--- src/rtl/sand_stack_reader.sv ---
// Snapshots a ROWS x COLS sand-stack array on start and streams the active region in raster order.
// Latency: first beat valid 1 cycle after the start edge; done_o pulses 1 cycle after the last transfer.
// Backpressure: valid/ready; a stalled beat holds every beat output until cell_ready_i is seen.
module sand_stack_reader #(
    parameter int ROWS      = 5,
    parameter int COLS      = 5,
    parameter int GRID_SIZE = ROWS * COLS
) (
    input  logic                        clk,
    input  logic                        rst_n,
    input  logic                        start_i,
    input  logic [GRID_SIZE*3-1:0]      stack_i,
    input  logic [GRID_SIZE-1:0]        collapse_i,
    input  logic [$clog2(ROWS+1)-1:0]   activeRows_i,
    input  logic [$clog2(COLS+1)-1:0]   activeCols_i,
    input  logic                        cell_ready_i,
    output logic                        cell_valid_o,
    output logic [2:0]                  cell_data_o,
    output logic [4:0]                  cell_x_o,
    output logic [4:0]                  cell_y_o,
    output logic                        last_o,
    output logic                        busy_o,
    output logic                        stable_o,
    output logic                        done_o
);

    localparam int RW = $clog2(ROWS + 1);
    localparam int CW = $clog2(COLS + 1);
    localparam int IW = (GRID_SIZE > 1) ? $clog2(GRID_SIZE) : 1;

    typedef enum logic [1:0] {
        IDLE,
        STREAM,
        DONE
    } state_t;

    state_t          state;
    logic [2:0]      snap [GRID_SIZE];
    logic [RW-1:0]   rows_q;
    logic [CW-1:0]   cols_q;
    logic [CW-1:0]   x_q;
    logic [RW-1:0]   y_q;

    logic [RW-1:0]   rows_c;
    logic [CW-1:0]   cols_c;
    logic            stable_c;
    logic [CW-1:0]   nx;
    logic [RW-1:0]   ny;
    logic [IW-1:0]   nidx;
    logic            nlast;

    assign cell_x_o = 5'(x_q);
    assign cell_y_o = 5'(y_q);

    always_comb begin
        rows_c = (activeRows_i > RW'(ROWS)) ? RW'(ROWS) : activeRows_i;
        cols_c = (activeCols_i > CW'(COLS)) ? CW'(COLS) : activeCols_i;

        // Collapse flags outside the clamped active window never affect stability.
        stable_c = 1'b1;
        for (int r = 0; r < ROWS; r++) begin
            for (int c = 0; c < COLS; c++) begin
                if ((RW'(r) < rows_c) && (CW'(c) < cols_c) && collapse_i[r*COLS+c]) begin
                    stable_c = 1'b0;
                end
            end
        end

        nx = x_q + CW'(1);
        ny = y_q;
        if (x_q == cols_q - CW'(1)) begin
            nx = '0;
            ny = y_q + RW'(1);
        end
        nidx  = IW'(ny) * IW'(COLS) + IW'(nx);
        nlast = (nx == cols_q - CW'(1)) && (ny == rows_q - RW'(1));
    end

    always_ff @(posedge clk or negedge rst_n) begin
        if (!rst_n) begin
            state        <= IDLE;
            for (int i = 0; i < GRID_SIZE; i++) begin
                snap[i] <= '0;
            end
            rows_q       <= '0;
            cols_q       <= '0;
            x_q          <= '0;
            y_q          <= '0;
            cell_valid_o <= 1'b0;
            cell_data_o  <= '0;
            last_o       <= 1'b0;
            busy_o       <= 1'b0;
            stable_o     <= 1'b0;
            done_o       <= 1'b0;
        end else begin
            done_o <= 1'b0;
            case (state)
                IDLE: begin
                    if (start_i) begin
                        for (int i = 0; i < GRID_SIZE; i++) begin
                            snap[i] <= stack_i[i*3 +: 3];
                        end
                        rows_q   <= rows_c;
                        cols_q   <= cols_c;
                        x_q      <= '0;
                        y_q      <= '0;
                        busy_o   <= 1'b1;
                        stable_o <= stable_c;
                        if ((rows_c != '0) && (cols_c != '0)) begin
                            // First beat comes straight from the input bus, identical to the snapshot.
                            state        <= STREAM;
                            cell_valid_o <= 1'b1;
                            cell_data_o  <= stack_i[2:0];
                            last_o       <= (rows_c == RW'(1)) && (cols_c == CW'(1));
                        end else begin
                            state <= DONE;
                        end
                    end
                end
                STREAM: begin
                    if (cell_valid_o && cell_ready_i) begin
                        if (last_o) begin
                            state        <= DONE;
                            cell_valid_o <= 1'b0;
                            last_o       <= 1'b0;
                        end else begin
                            x_q         <= nx;
                            y_q         <= ny;
                            cell_data_o <= snap[nidx];
                            last_o      <= nlast;
                        end
                    end
                end
                DONE: begin
                    done_o <= 1'b1;
                    busy_o <= 1'b0;
                    state  <= IDLE;
                end
                default: state <= IDLE;
            endcase
        end
    end

endmodule

--- config.mk ---
export PLATFORM = sky130hd
export DESIGN_NAME = sand_stack_reader
export DESIGN_NICKNAME = d
export VERILOG_FILES = /design/src/rtl/sand_stack_reader.sv
export SDC_FILE = /design/constraint.sdc
export NUM_CORES = 1
export LEC_CHECK = 0
export ABC_AREA = 1
export ABC_CLOCK_PERIOD_IN_PS = 4400
export BUFFER_PORTS_ARGS = -buffer_cell sky130_fd_sc_hd__buf_2
export CORE_ASPECT_RATIO = 1.2
export CORE_MARGIN = 2
export CORE_UTILIZATION = 55
export CTS_BUF_LIST = sky130_fd_sc_hd__clkbuf_4
export DETAILED_ROUTE_END_ITERATION = 6
export PLACE_DENSITY = 0.81
export SYNTH_ARGS = -nofsm -noshare
export SYNTH_HDL_FRONTEND = slang
export SYNTH_SLANG_ARGS = --single-unit
--- constraint.sdc ---
create_clock -name clk -period 4.4 [get_ports clk]
set_input_delay 0.22 -clock clk [delete_from_list [all_inputs] [get_ports clk]]
set_output_delay 0.22 -clock clk [all_outputs]
set_load 0.1 [all_outputs]
### Word-level counts from Yosys, hierarchy flattened

Cells that the tools add are included.

* flip-flop bits (word level): 97
* bits of input ports: 110
* output and inout port bits: 18
* word-level logic and storage cells: 196

* add/subtract/negate cells: 5
* multiply operators: 1
* magnitude comparators: 13
* equal/unequal tests: 12
* multiplexer cells: 62
* bitwise logic cells: 1
* reduce and logical (&&, ||, !) cells: 66

Operators with widths (count)
* $logic_and 1x1->1: 54
* $mux 3: 15
* $mux 1: 35
* $pmux 3 s2: 3
* $bmux 3 s5: 1
* $lt 1x3->1 const A: 4
* $lt 2x3->1 const A: 4
* $ne 2x2->1 const B: 5
* $reduce_and 5->1: 2
* $eq 3x3->1: 3
* $mux 2: 4
* $reduce_and 4->1: 2
* $add 3x1->3 const B: 2
* $eq 3x1->1 const B: 2
* $ge 6x6->1 const B: 1
* $gt 3x3->1 const B: 2
* $lt 3x3->1 const A: 2
* $not 5->6: 1
* $pmux 1 s2: 3
* $reduce_bool 3->1: 2
* $sub 3x1->3 const B: 2
* $add 5x3->5: 1
* $mul 3x3->5 const B: 1
* $pmux 2 s2: 1
* 6 further kinds: 8

### Logic depth before layout (Yosys ltp)

* word-level depth: 30
* depth in mapped cells: 23
* depth with buffers taken out: 23

### Worst setup path before layout

No wires, ideal clock.

* path kind: flip-flop to flip-flop
* start: register x_q[2]
* end: register cell_data_o[2]
* setup time: 123 ps
* data arrival time: 3578 ps
* required time: 4277 ps
* slack: 699 ps
* stages on the path, launching flop included: 18
* buffers on the path: 1
* clock period less this slack: 3701 ps
* cells stage by stage: dfrtp_1 > inv_1 > nand3_2 > nand2_4 > nand2_8 > nand2_1 > nand2_1 > ha_1 > ha_1 > fa_1 > clkbuf_1 > nand2_1 > nor2_1 > nor2_1 > nor2_1 > nand3_1 > nand3_1 > a21oi_2

* word-level cells in the longest chain between the ends: 11

RTL lines
* start, declared: RTL line 41 `logic [CW-1:0] x_q;`
* start signal, assigned: RTL line 127 `x_q <= nx;`
* $eq 3x3->1: RTL line 71 `if (x_q == cols_q - CW'(1)) begin`
* $mux 3: RTL line 71
* $mul 3x3->5: RTL line 75 `nidx = IW'(ny) * IW'(COLS) + IW'(nx);`
* $add 5x3->5 *: RTL line 75
* $not 5->6 (not written as such) *: RTL line 129 `cell_data_o <= snap[nidx];`
* $bmux 3 s5 *: RTL line 129
* $mux 3 (not written as such) * (2 in series): RTL line 129
* $mux 3 *: RTL line 122 `if (last_o) begin`
* $mux 3 *: RTL line 121 `if (cell_valid_o && cell_ready_i) begin`
* $pmux 3 s2 *: RTL line 97 `case (state)`
* end signal, assigned: RTL line 113 `cell_data_o <= stack_i[2:0];`
* end signal, assigned: RTL line 129
* end, declared: RTL line 18 `output logic [2:0] cell_data_o,`

Mark *: on every way between the ends. The rest lies on a longest branch, timed or not. The select of a mux whose other input is x is not followed.
A chain may end at the register's enable or synchronous reset.

### Worst setup path after layout

* start: register cols_q[0]
* end: register cell_data_o[1]

* word-level cells in the longest chain between the ends: 12

RTL lines
* start, declared: RTL line 40 `logic [CW-1:0] cols_q;`
* start signal, assigned: RTL line 104 `cols_q <= cols_c;`
* $sub 3x1->3 *: RTL line 71
* $eq 3x3->1 *: RTL line 71
* $mux 3: RTL line 71
* $mul 3x3->5: RTL line 75
* $add 5x3->5 *: RTL line 75
* $not 5->6 (not written as such) *: RTL line 129
* $bmux 3 s5 *: RTL line 129
* $mux 3 (not written as such) * (2 in series): RTL line 129
* $mux 3 *: RTL line 122
* $mux 3 *: RTL line 121
* $pmux 3 s2 *: RTL line 97

Marks and branches as above.

==> impl_results.md <==
- CP max-delay cell: fa_1
- Routability-driven placement congestion ratio: 0.863
- CTS tree: done
- Synth Register Bits: 97
- Avg Inst Size Synth: 7.35 um2
- Post-synthesis adder-cell area fraction: 0.0307
- Remaining antenna violation count after routing: 0
- CTS Buf Count: 9
- CP Capture Type: flop
- GR Layer Usage met2: 0.451
- 1st-pass router iterations: 5
- CP cell instances: inv_2 > ha_1 > nand2_1 > inv_1 > nor2_2 > nand2_2 > inv_4 > nand2_8 > nand2_1 > nand2_1 > ha_1 > ha_1 > fa_1 > clkinv_1 > nand3_1 > nand3_1 > nand2_1 > inv_1 > nand3_1 > nand3_1 > a21oi_2
- Post-synth top cells: 254 x nand2_1, 98 x inv_1, 97 x dfrtp_1
- Cell Pwr Density: 264 mW/mm2
- Layout Cells excl Fill: 1,070
- WP data required: 4.80 ns
- Sequential fraction of the synthesis area: 0.438
- Reg2Reg Setup Slack: 0.34 ns
- Main combinational cell family by area after synthesis: simple AND/OR/NAND/NOR gates
- RR Endpoint: cell_data_o[1]
- Min-delay src: activeCols_i[1]
- Post-route DRC: 0
- Tightest Hold Check Type: primary input to flop
- Fmax: 246 MHz
- Setup tns final: 0 ns
- Area Growth Syn to Fin: 27.6%
- Core area: 0.00991 mm2
- Most common cell in the netlist: nand2_1
- Share of cells above drive strength 1: 0.185
- Critical Path Source Type: flop
- Post-synthesis xor/xnor area fraction: 0.00926
- CP peak stage delay: 0.87 ns
- Hold Crit Depth: 3
- Unrepaired setup endpoints after global routing: false
- # fillers: 768
- Crit Path Class: flop to flop
- Die area: 0.0109 mm2
- Yosys Warn Count: 0
- Post-DP HPWL: 9230 um
- Reg2reg start: cols_q[0]
- Main synth FF type: dfrtp_1
- Initial Util: 0.559
- WL per Instance: 13.6 um
- Die Span Y: 114 um
- Synth top area share: 0.438
- Placed cells: 976
- DIE WIDTH: 95.6 um
- Status: complete, no violations
- Tmin final: 4.06 ns
- Mux cell area share after synthesis: 0
- Largest area contributor in the synthesized netlist: dfrtp_1
- Number of I/O pins: 128
- First-pass GRT wire length: 23,800 um
- Layer carrying the most global-route usage: met2
- Tot Pwr: 1870 uW
- Max Cap Viol: 0
- Nets: 1,061
- WL final: 14,600 um
- Final Hold Viols: 0
- Hold_ws: 0.0539 ns
- Mapped Cells: 754
- Yosys cell types: 36
- Synth top area cells: dfrtp_1 44%, nand2_1 17%, inv_1 6.6%
- GR Util met1: 0.367
- Bufs and invs on worst path: 5
- Antenna violations before repair: 1
- Slew Limit Fails: 0
- Worst-margin pin slew: 0.813 ns
- Vias per cell: 5.12
- FP Rows: 40
- Via count: 5,480
- Final core occ: 0.713
- 1st-iter DRT viols: 383
- Depth of the most critical reg-to-reg path: 21
- Post-synth EDFFs: 0
- Synth Area in Compound Gates: 0.112
- Tcrit/Tclk final: 0.923
- Ys async rst share: 1.00
- Headroom to the max-slew limit: 0.458
- Worst IR Drop VDD: 172 uV
- Leakage power: 0.00378 uW
- GRT Overall Usage: 0.279
- Vias in the first global route: 5,217
- Setup-failing EPs final: 0
- Max clock buf depth: 2
- TritonCTS Sinks: 97
- Worst clock skew: 0.0180 ns
- H-tree levels: 3
- Clock latency reported for the late side of the worst-skew pair: 0.46 ns
- Post-synthesis simple-gate area fraction: 0.297
- CTS Root Cell: clkbuf_4
- Worst path arrival time: 4.46 ns
- Worst-path fanout max: 11
- Netlist Area Pre-Place: 0.00554 mm2
- Hold Path End: cols_q[1]
- GR Util met3: 0.0482
- # port buffers: 123
- Clock Pin Slew Worst Setup and Hold Paths: 0.14 ns
- Largest net degree at the start of global routing: 83
- CP top delay family: adder cells
- Global route overflow: 0
## logic make-up after synthesis
family | count (synthesis)
other | 1
flip-flops | 97
AND/OR/NAND/NOR | 384
AO/OA/AOI/OAI | 112
adder cells (fa/ha/maj) | 13
XOR/XNOR | 5
buffers and inverters | 142
## report_power, final
| group | leakage [uW] | internal [uW] | switching (uW) |
|---|---|---|---|
| sequential | 0.00112 | 936 | 17.3 |
| clock | 0.0000746 | 182 | 309 |
| combinational | 0.00258 | 178 | 244 |
| total | 0.00378 | 1300 | 570 |
## area by class of cell
| cell class | count | area [um2] | area share |
|---|---|---|---|
| well taps | 126 | 158 | 0.0223 |
| multi-input cells | 518 | 2510 | 0.355 |
| clock inverters | 6 | 67.6 | 0.00956 |
| repair buffers | 205 | 1430 | 0.202 |
| flip-flops and latches | 97 | 2430 | 0.343 |
| diodes | 1 | 2.50 | 0.000354 |
| clock buffers | 10 | 75.1 | 0.0106 |
| inverters | 107 | 404 | 0.0572 |
## worst max path at each step
stage               startpoint        endpoint  slack, ns  cells after the start
global placement     cols_q[0]  cell_data_o[0]       0.61                     21
finish               cols_q[0]  cell_data_o[1]       0.34                     21
CTS                  cols_q[0]  cell_data_o[1]       0.37                     21
global route         cols_q[0]  cell_data_o[1]       0.03                     21
detailed placement   cols_q[0]  cell_data_o[1]       0.39                     21
floorplan               x_q[2]  cell_data_o[2]       0.70                     17
## metal layers
layer	routed length, um	vias up
met5	0	-
li1	-	2729
met4	440	0
met1	6290	2532
met3	653	35
met2	7210	184
## worst min-delay path: stages
cell and delay (ns):
buf_2 0.13, nand2_1 0.07, o21ai_1 0.05
## timing repair
action | 4_1_cts | 5_1_grt
endpoints found under the setup margin | 0 | 0
setup buffers | 0 | 0
resized for setup | 0 | 0
hold buffers | 77 | 0
hold endpoints to repair | 135 | 0
## stage by stage
step                      worst slack (ns)  cell area (um2)
final                                0.340             7070
after global routing                0.0314             7070
after CTS                            0.368             7060
after detailed placement             0.391             6150
after global placement               0.605             6150
after floorplan                      0.699             5550
## placed cells by master (no fill, tap or decap), types with 3 or more instances in the layout
master / Yosys / final
a21oi_2: 3 / 3
o21ai_1: 3 / 3
o21ai_0: 64 / 64
nand2_2: 6 / 6
o22ai_1: 3 / 3
o211ai_1: 13 / 13
nor2_1: 38 / 38
buf_4: 15 / 6
dfrtp_1: 97 / 97
ha_1: 12 / 11
nand2_4: 3 / 3
buf_2: 9 / 122
dlygate4sd3_1: 0 / 77
nand2_1: 254 / 254
conb_1: 1 / 4
nand3_2: 4 / 4
clkbuf_4: 0 / 10
inv_1: 98 / 98
a21oi_1: 21 / 21
nand3_1: 71 / 71
inv_2: 7 / 7
## registers in the layout, indices dropped and copies added (netlist names)
name and flops:
x_q 3, snap 75, cols_q 3, last_o 1
y_q 3, state 2, stable_o 1, busy_o 1
cell_data_o 3, done_o 1, cell_valid_o 1, rows_q 3
(Power assumes the default switching activity.)
